**src/rtl/serial_pkg.sv**
```systemverilog
// serial_pkg
//   Definitions shared by the serial link blocks: receiver FSM state
//   encodings, default payload width, the idle line level and a helper
//   that gives the total frame length (start + data + stop).
package serial_pkg;

    typedef enum logic [2:0] {
        IDLE      = 3'd0,
        START     = 3'd1,
        DATA      = 3'd2,
        STOP      = 3'd3,
        WAIT_IDLE = 3'd4
    } rx_state_t;

    localparam int unsigned DEFAULT_DATA_BITS = 8;

    // Level of an idle line and of a valid stop bit; shared with the transmitter.
    localparam logic LINE_IDLE = 1'b1;

    // Frame length in bit periods: one start bit, the payload, one stop bit.
    function automatic int unsigned frame_bits(input int unsigned data_bits);
        return data_bits + 2;
    endfunction

endpackage

```
**src/rtl/serial_frame_rx_sync_2ff.sv**
```systemverilog
// sync_2ff
//   Two-flop synchroniser for a single asynchronous input.
//   Ports:
//     clk  in  1  destination clock
//     rst  in  1  asynchronous active-high reset
//     d    in  1  asynchronous input
//     q    out 1  synchronised copy of d (2-cycle latency)
//   RESET_VAL sets the value both flops take in reset.
module sync_2ff #(
    parameter logic RESET_VAL = 1'b1
) (
    input  logic clk,
    input  logic rst,
    input  logic d,
    output logic q
);

    logic meta;

    always_ff @(posedge clk or posedge rst) begin
        if (rst) begin
            meta <= RESET_VAL;
            q    <= RESET_VAL;
        end else begin
            meta <= d;
            q    <= meta;
        end
    end

endmodule

```
**src/rtl/serial_frame_rx.sv**
```systemverilog
// serial_frame_rx
//   8N1 serial frame receiver. Oversamples the one-wire link, deserialises
//   LSB first and hands each good byte to the CPU through a valid/ack
//   holding register. Reports framing errors and overruns as pulses.
//   Ports:
//     clk                in  1          system clock
//     rst                in  1          asynchronous active-high reset
//     ser_data_in        in  1          asynchronous serial line, idles high
//     char_ack           in  1          CPU consumed parallel_data_out
//     parallel_data_out  out DATA_BITS  last good byte
//     data_valid         out 1          holding register holds an unacked byte
//     char_received      out 1          pulse: good byte loaded
//     frame_err          out 1          pulse: stop bit sampled low
//     overrun            out 1          pulse: good byte replaced an unacked one
//     busy               out 1          FSM not in IDLE
module serial_frame_rx
    import serial_pkg::*;
#(
    parameter int unsigned CLKS_PER_BIT = 16,
    parameter int unsigned DATA_BITS    = DEFAULT_DATA_BITS
) (
    input  logic                 clk,
    input  logic                 rst,
    input  logic                 ser_data_in,
    input  logic                 char_ack,
    output logic [DATA_BITS-1:0] parallel_data_out,
    output logic                 data_valid,
    output logic                 char_received,
    output logic                 frame_err,
    output logic                 overrun,
    output logic                 busy
);

    localparam int unsigned CW        = $clog2(CLKS_PER_BIT);
    localparam int unsigned FRAME_LEN = frame_bits(DATA_BITS);
    localparam int unsigned PW        = $clog2(FRAME_LEN);

    localparam logic [CW-1:0] HALF_RELOAD = CW'(CLKS_PER_BIT / 2 - 1);
    localparam logic [CW-1:0] FULL_RELOAD = CW'(CLKS_PER_BIT - 1);
    localparam logic [PW-1:0] LAST_DATA   = PW'(FRAME_LEN - 2);

    logic                 rxs;
    rx_state_t            state;
    logic [CW-1:0]        bit_cnt;
    logic [PW-1:0]        bit_pos;   // frame position being timed: 0 = start, 1..DATA_BITS = payload
    logic [DATA_BITS-1:0] shreg;
    logic                 done_good;
    logic                 done_bad;

    sync_2ff #(
        .RESET_VAL (LINE_IDLE)
    ) u_sync (
        .clk (clk),
        .rst (rst),
        .d   (ser_data_in),
        .q   (rxs)
    );

    always_ff @(posedge clk or posedge rst) begin
        if (rst) begin
            state             <= IDLE;
            busy              <= 1'b0;
            bit_cnt           <= '0;
            bit_pos           <= '0;
            shreg             <= '0;
            done_good         <= 1'b0;
            done_bad          <= 1'b0;
            parallel_data_out <= '0;
            data_valid        <= 1'b0;
            char_received     <= 1'b0;
            frame_err         <= 1'b0;
            overrun           <= 1'b0;
        end else begin
            char_received <= 1'b0;
            frame_err     <= 1'b0;
            overrun       <= 1'b0;
            done_good     <= 1'b0;
            done_bad      <= 1'b0;

            // Stop-bit verdict is acted on one cycle after the sample, in
            // parallel with the FSM, so IDLE can already accept the next
            // start bit while the byte is being loaded. A load takes
            // priority over a same-cycle ack.
            if (done_good) begin
                parallel_data_out <= shreg;
                char_received     <= 1'b1;
                data_valid        <= 1'b1;
                overrun           <= data_valid & ~char_ack;
            end else begin
                if (char_ack) begin
                    data_valid <= 1'b0;
                end
                if (done_bad) begin
                    frame_err <= 1'b1;
                end
            end

            case (state)
                IDLE: begin
                    if (rxs != LINE_IDLE) begin
                        state   <= START;
                        busy    <= 1'b1;
                        bit_cnt <= HALF_RELOAD;
                        bit_pos <= '0;
                    end
                end

                START: begin
                    if (bit_cnt == '0) begin
                        if (rxs == LINE_IDLE) begin
                            state <= IDLE;
                            busy  <= 1'b0;
                        end else begin
                            state   <= DATA;
                            bit_cnt <= FULL_RELOAD;
                            bit_pos <= bit_pos + 1'b1;
                        end
                    end else begin
                        bit_cnt <= bit_cnt - 1'b1;
                    end
                end

                DATA: begin
                    if (bit_cnt == '0) begin
                        shreg   <= {rxs, shreg[DATA_BITS-1:1]};
                        bit_cnt <= FULL_RELOAD;
                        bit_pos <= bit_pos + 1'b1;
                        if (bit_pos == LAST_DATA) begin
                            state <= STOP;
                        end
                    end else begin
                        bit_cnt <= bit_cnt - 1'b1;
                    end
                end

                STOP: begin
                    if (bit_cnt == '0) begin
                        if (rxs == LINE_IDLE) begin
                            done_good <= 1'b1;
                            state     <= IDLE;
                            busy      <= 1'b0;
                        end else begin
                            done_bad <= 1'b1;
                            state    <= WAIT_IDLE;
                        end
                    end else begin
                        bit_cnt <= bit_cnt - 1'b1;
                    end
                end

                WAIT_IDLE: begin
                    // A held-low (break) line must return high before a new frame.
                    if (rxs == LINE_IDLE) begin
                        state <= IDLE;
                        busy  <= 1'b0;
                    end
                end

                default: begin
                    state <= IDLE;
                    busy  <= 1'b0;
                end
            endcase
        end
    end

endmodule

```
**config.mk**
```make
export PLATFORM = sky130hd
export DESIGN_NAME = serial_frame_rx
export DESIGN_NICKNAME = d
export VERILOG_FILES = /design/src/rtl/serial_pkg.sv /design/src/rtl/serial_frame_rx_sync_2ff.sv /design/src/rtl/serial_frame_rx.sv
export SDC_FILE = /design/constraint.sdc
export NUM_CORES = 1
export LEC_CHECK = 0
export CAP_MARGIN = 20
export CORE_MARGIN = 2
export CORE_UTILIZATION = 62
export CTS_BUF_LIST = sky130_fd_sc_hd__clkbuf_4
export DETAILED_ROUTE_END_ITERATION = 10
export PLACE_DENSITY = 0.95
export SYNTH_ARGS = -nofsm -noshare
export SYNTH_HDL_FRONTEND = slang
export SYNTH_HIERARCHICAL = 1
export SYNTH_SLANG_ARGS = --single-unit
```
**constraint.sdc**
```tcl
create_clock -name clk -period 3.5 [get_ports clk]
set_clock_uncertainty 0.1 [all_clocks]
set_input_delay 0.7 -clock clk [delete_from_list [all_inputs] [get_ports clk]]
set_output_delay 0.7 -clock clk [all_outputs]
set_load 0.1 [all_outputs]
```
# Word level (Yosys, flattened, before mapping)
# Cells that the tools add are included.
[totals]
reg_bits = 36
in_bits = 4
wordCells = 81
[classes]
add_sub_neg = 2
n_eq_ne = 15
n_mux = 36
bitwise_logic = 3
reduce_logical = 11
[op_table]
columns = ["op", "n"]
rows = [
  ["$mux 4", 9],
  ["$mux 3", 7],
  ["$pmux 4 s4", 1],
  ["$mux 1", 15],
  ["$pmux 3 s5", 1],
  ["$ne 2x2->1 const B", 7],
  ["$pmux 4 s3", 1],
  ["$eq 3x2->1 const B", 2],
  ["$reduce_and 6->1", 1],
  ["$reduce_and 5->1", 1],
  ["$add 4x1->4 const B", 1],
  ["$eq 4x4->1 const B", 1],
  ["$logic_not 4->1", 1],
  ["$ne 2x1->1 const B", 2],
  ["$pmux 1 s4", 1],
  ["$reduce_and 4->1", 1],
  ["$reduce_bool 4->1", 1],
  ["$sub 4x1->4 const B", 1],
  ["$eq 3x1->1 const B", 1],
  ["$eq 3x3->1 const B", 1],
  ["$logic_not 3->1", 1],
  ["$ne 3x3->1 const B", 1],
  ["$reduce_and 3->1", 1],
  ["$reduce_bool 3->1", 1],
  ["other kinds (6)", 7],
]

# Longest topological paths before layout
[logic_depth]
ltp_word = 4
ltp_mapped = 6
ltp_nobuf = 6

# Hierarchy
# Netlist, hierarchy kept.
[modules_own_cells]
columns = ["module", "n_inst", "cells_each", "area_each_um2", "seq_area_each_um2"]
rows = [
  ["serial_frame_rx", 1, 124, 1531.5, 850.8],
  ["sync_2ff", 1, 3, 56.3, 52.6],
]

# Worst setup path after synthesis
# Ideal clock, no wire load.
[synth_path]
path_kind = "reg-to-output"
startpoint = "register busy"
endpoint = "output port busy"
t_arrival_ps = 914
slack_ps = 1786
stages_incl_launch_ff = 1
cell_sequence = "dfrtp_1"
[synth_rtl]
columns = ["element", "line_no", "source"]
rows = [
  ["start, declared", "serial_frame_rx.sv:31", "output logic busy"],
  ["start signal, assigned", "serial_frame_rx.sv:62", "busy <= 1'b0;"],
  ["start signal, assigned", "serial_frame_rx.sv:102", "busy <= 1'b1;"],
  ["start signal, assigned", "serial_frame_rx.sv:112", "busy <= 1'b0;"],
]
# No word-level cell between the ends.

# Worst setup path in the final report
[layout_path]
startpoint = "register parallel_data_out[0]"
endpoint = "output port parallel_data_out[0]"
[layout_rtl]
columns = ["element", "line_no", "source"]
rows = [
  ["start, declared", "serial_frame_rx.sv:26", "output logic [DATA_BITS-1:0] parallel_data_out,"],
  ["start signal, assigned", "serial_frame_rx.sv:85", "parallel_data_out <= shreg;"],
]
# No word-level cell between the ends.

==> out/metrics.cfg <==
[run_status]
status = complete, no violations

[critical_path]
cp_top_family = buffers and inverters
start_kind = register
cp_max_fo = 2
crit_slowest_cell = clkdlybuf4s50_1
path_cells = clkdlybuf4s50_1
r2r_end = bit_pos[1]
path_buf_inv = 1
reg2reg_from = bit_cnt[0]
cp-end-kind = primary output
cp.arrival_ns = 1.85
cp.depth = 1
crit_type = reg -> out
crit_path_start = parallel_data_out[0]
crit_required_ns = 2.70
max_stage_delay_ns = 1.14
ff2ff_path_depth = 6
rrSetupSlack_ns = 1.52

[yosys]
synth-compound-area-share_pct = 10.3
synth_xor_xnor_area_share_pct = 0.552
synth_top_family_by_area = simple AND/OR/NAND/NOR gates
synth-simple-area-share_pct = 13.3
yosysWarnings = 6
netlist_instances = 127
ys_seq_area_share_pct = 56.9
synthMuxAreaShare_pct = 12.0
netlist_area_um2 = 1590
syn_avg_cell_area_um2 = 12.5
synth.distinct_cells = 39
yosys.area_share.adder_pct = 2.99
synth_fp_nets = 134
ys_ff_latch = 36

[cts]
clk_pin_slew_ns = 0.11
cts_num_sinks = 36
cts_tree = done
h-tree-depth = 2
cts-root-buf = clkbuf_4
ctsHoldBuffers = 0
cts-resized-gates = 0
insertion_delay_ns = 0.34
cts_buffers = 5
postCtsSetupBuffers = 0
cts.path.max_buffers = 2

[global_route]
grt_pass1_vias = 1006
grt_pass1_wl_um = 4460
grt_max_degree = 35
antenna_found_initial = 0
grt_usage_pct = 22.1
globalRouteOverflowTotal = 0

[final_layout]
final_common_cell = dfrtp_1
drive_gt1_share_pct = 25.7
final_net_count = 154
utilization_pct = 74.9
antenna_cells = 0
final_cell_mix = 34 x dfrtp_1, 16 x mux2_2, 12 x clkdlybuf4s50_1
area.growth.synth_to_final_pct = 15.8

[place]
dp_hpwl_um = 1900
port-buffer-count = 16
place.gp.congestion = 0.809

[pwr]
switching_share_pct = 36.1
powerDensity_nw_per_um2 = 648
comb_power_share_pct = 29.7
power_frac_clock_pct = 24.1
leakagePower_nw = 0.899
vdd_drop_max_v = 0.000689
power.share.sequential_pct = 46.2
p_sw_uw = 430
power_mw = 1.19
p_int_uw = 761

[sta]
setup_tns_ns = 0
slew_violations = 0
rsz0062_at_grt = no
fin_crit_sh_pct = 75.9
timing.hold.ws_ns = 0.273
maxSlewHeadroom_pct = 35.4
hold_viol = 0
fmax_ghz = 0.377
period_needed_ns = 2.65
worst_slew_pin_slew_ns = 0.966
setup_viol = 0

[routing]
drc = 0
drt-vias-per-instance = 5.72
vias = 1018
dr.pass1.iters = 4
wirelength_um = 2690
wl_per_cell_um = 15.1
drt_iter0_markers = 26
antenna_left = 0

[min_path]
holdPathEnd = u_sync/q
hold_path_startpoint = u_sync/meta
worstHoldPathCells = 0
hp-class = reg -> reg

[run]
max-cap-violations = 0

[floorplanning]
core_um2 = 2450
num_rows = 18
initial_core_util_pct = 64.7
die_w_um = 54.6
die_y_um = 54.6
die_area_um2 = 2980
pin_count = 17

synthesized netlist by cell type:
cell | n | area, µm²
a211o_2 | 1 | 10.0
a21boi_0 | 1 | 7.51
a21o_1 | 1 | 7.51
a21oi_1 | 6 | 30.0
a221oi_1 | 1 | 8.76
a31oi_1 | 3 | 18.8
a32o_1 | 1 | 10.0
a41oi_1 | 1 | 8.76
and3_1 | 2 | 12.5
and4b_1 | 1 | 10.0
buf_2 | 2 | 10.0
buf_6 | 1 | 11.3
clkbuf_1 | 1 | 3.75
dfrtp_1 | 34 | 851
dfstp_2 | 2 | 52.6
ha_1 | 3 | 37.5
inv_1 | 10 | 37.5
maj3_1 | 1 | 10.0
mux2_2 | 16 | 180
mux2i_1 | 1 | 10.0
nand2_1 | 8 | 30.0
nand2_4 | 1 | 11.3
nand2b_1 | 1 | 6.26
nand3_1 | 3 | 15.0
nand4_1 | 1 | 6.26
nor2_1 | 7 | 26.3
nor2b_1 | 2 | 12.5
nor2b_2 | 1 | 8.76
nor3_1 | 2 | 10.0
nor3b_1 | 1 | 7.51
nor3b_4 | 1 | 18.8
nor4b_4 | 1 | 23.8
o21a_1 | 1 | 7.51
o21ai_0 | 2 | 10.0
o21ai_1 | 1 | 5.00
o22ai_2 | 1 | 12.5
o41ai_4 | 1 | 27.5
or3_1 | 2 | 12.5
xnor2_1 | 1 | 8.76
flip-flops by register name, indices dropped and copies added (netlist names):
name,cells
done_good,1
u_sync/meta,1
busy,1
overrun,1
parallel_data_out,8
state,3
bit_pos,4
shreg,8
u_sync/q,1
data_valid,1
done_bad,1
frame_err,1
bit_cnt,4
char_received,1
per-stage QoR:
| stage | instances | cell area, µm² | worst slack [ns] |
|---|---|---|---|
| final | 178 | 1840 | 0.845 |
| after global routing | 178 | 1840 | 0.767 |
| after CTS | 178 | 1840 | 0.811 |
| after detailed placement | 170 | 1760 | 1.21 |
| after global placement | 170 | 1760 | 1.26 |
| after floorplan | 127 | 1590 | 1.79 |
metal layers:
metal  vias up  wire length [µm]  track usage (%)  share of wire [%]
li1        483                 -                -                  -
met1       506              1150             24.4                 43
met2        25              1380             37.7                 51
met3         4               123             9.02                4.6
met4         0                42             8.75                1.6
met5         -                 0                0                  0
power by group through the flow:
stage	clock network, mW	logic [mW]	registers, mW
global placement	0	0.331	0.550
detailed placement	0	0.352	0.556
CTS	0.296	0.355	0.550
floorplan	0	0.258	0.585
global route	0.311	0.389	0.560
finish	0.287	0.354	0.550
final cells by class:
class	instances	area [µm²]
sequential	36	903
multi-input combinational	77	622
fill	151	617
timing repair buffer	17	158
clock inverter	3	42.5
clock buffer	5	37.5
inverter	10	37.5
tap	30	37.5
logic make-up (layout without fill, tap and decap cells):
logic type,Yosys count,after routing
flip-flops,36,36
AND/OR/NAND/NOR,34,34
AO/OA/AOI/OAI,21,21
multiplexers,17,17
buffers and inverters,14,35
adder cells (fa/ha/maj),4,4
XOR/XNOR,1,1
worst max path at each step:
| stage | to | slack (ns) |
|---|---|---|
| 3_5_place_dp | parallel_data_out[0] | 1.21 |
| 6_report | parallel_data_out[0] | 0.85 |
| 4_1_cts | parallel_data_out[0] | 0.81 |
| 5_1_grt | parallel_data_out[0] | 0.77 |
| 2_1_floorplan | busy | 1.79 |
| 3_3_place_gp | parallel_data_out[6] | 1.26 |
No activity file was read; power rests on OpenSTA's default activity.
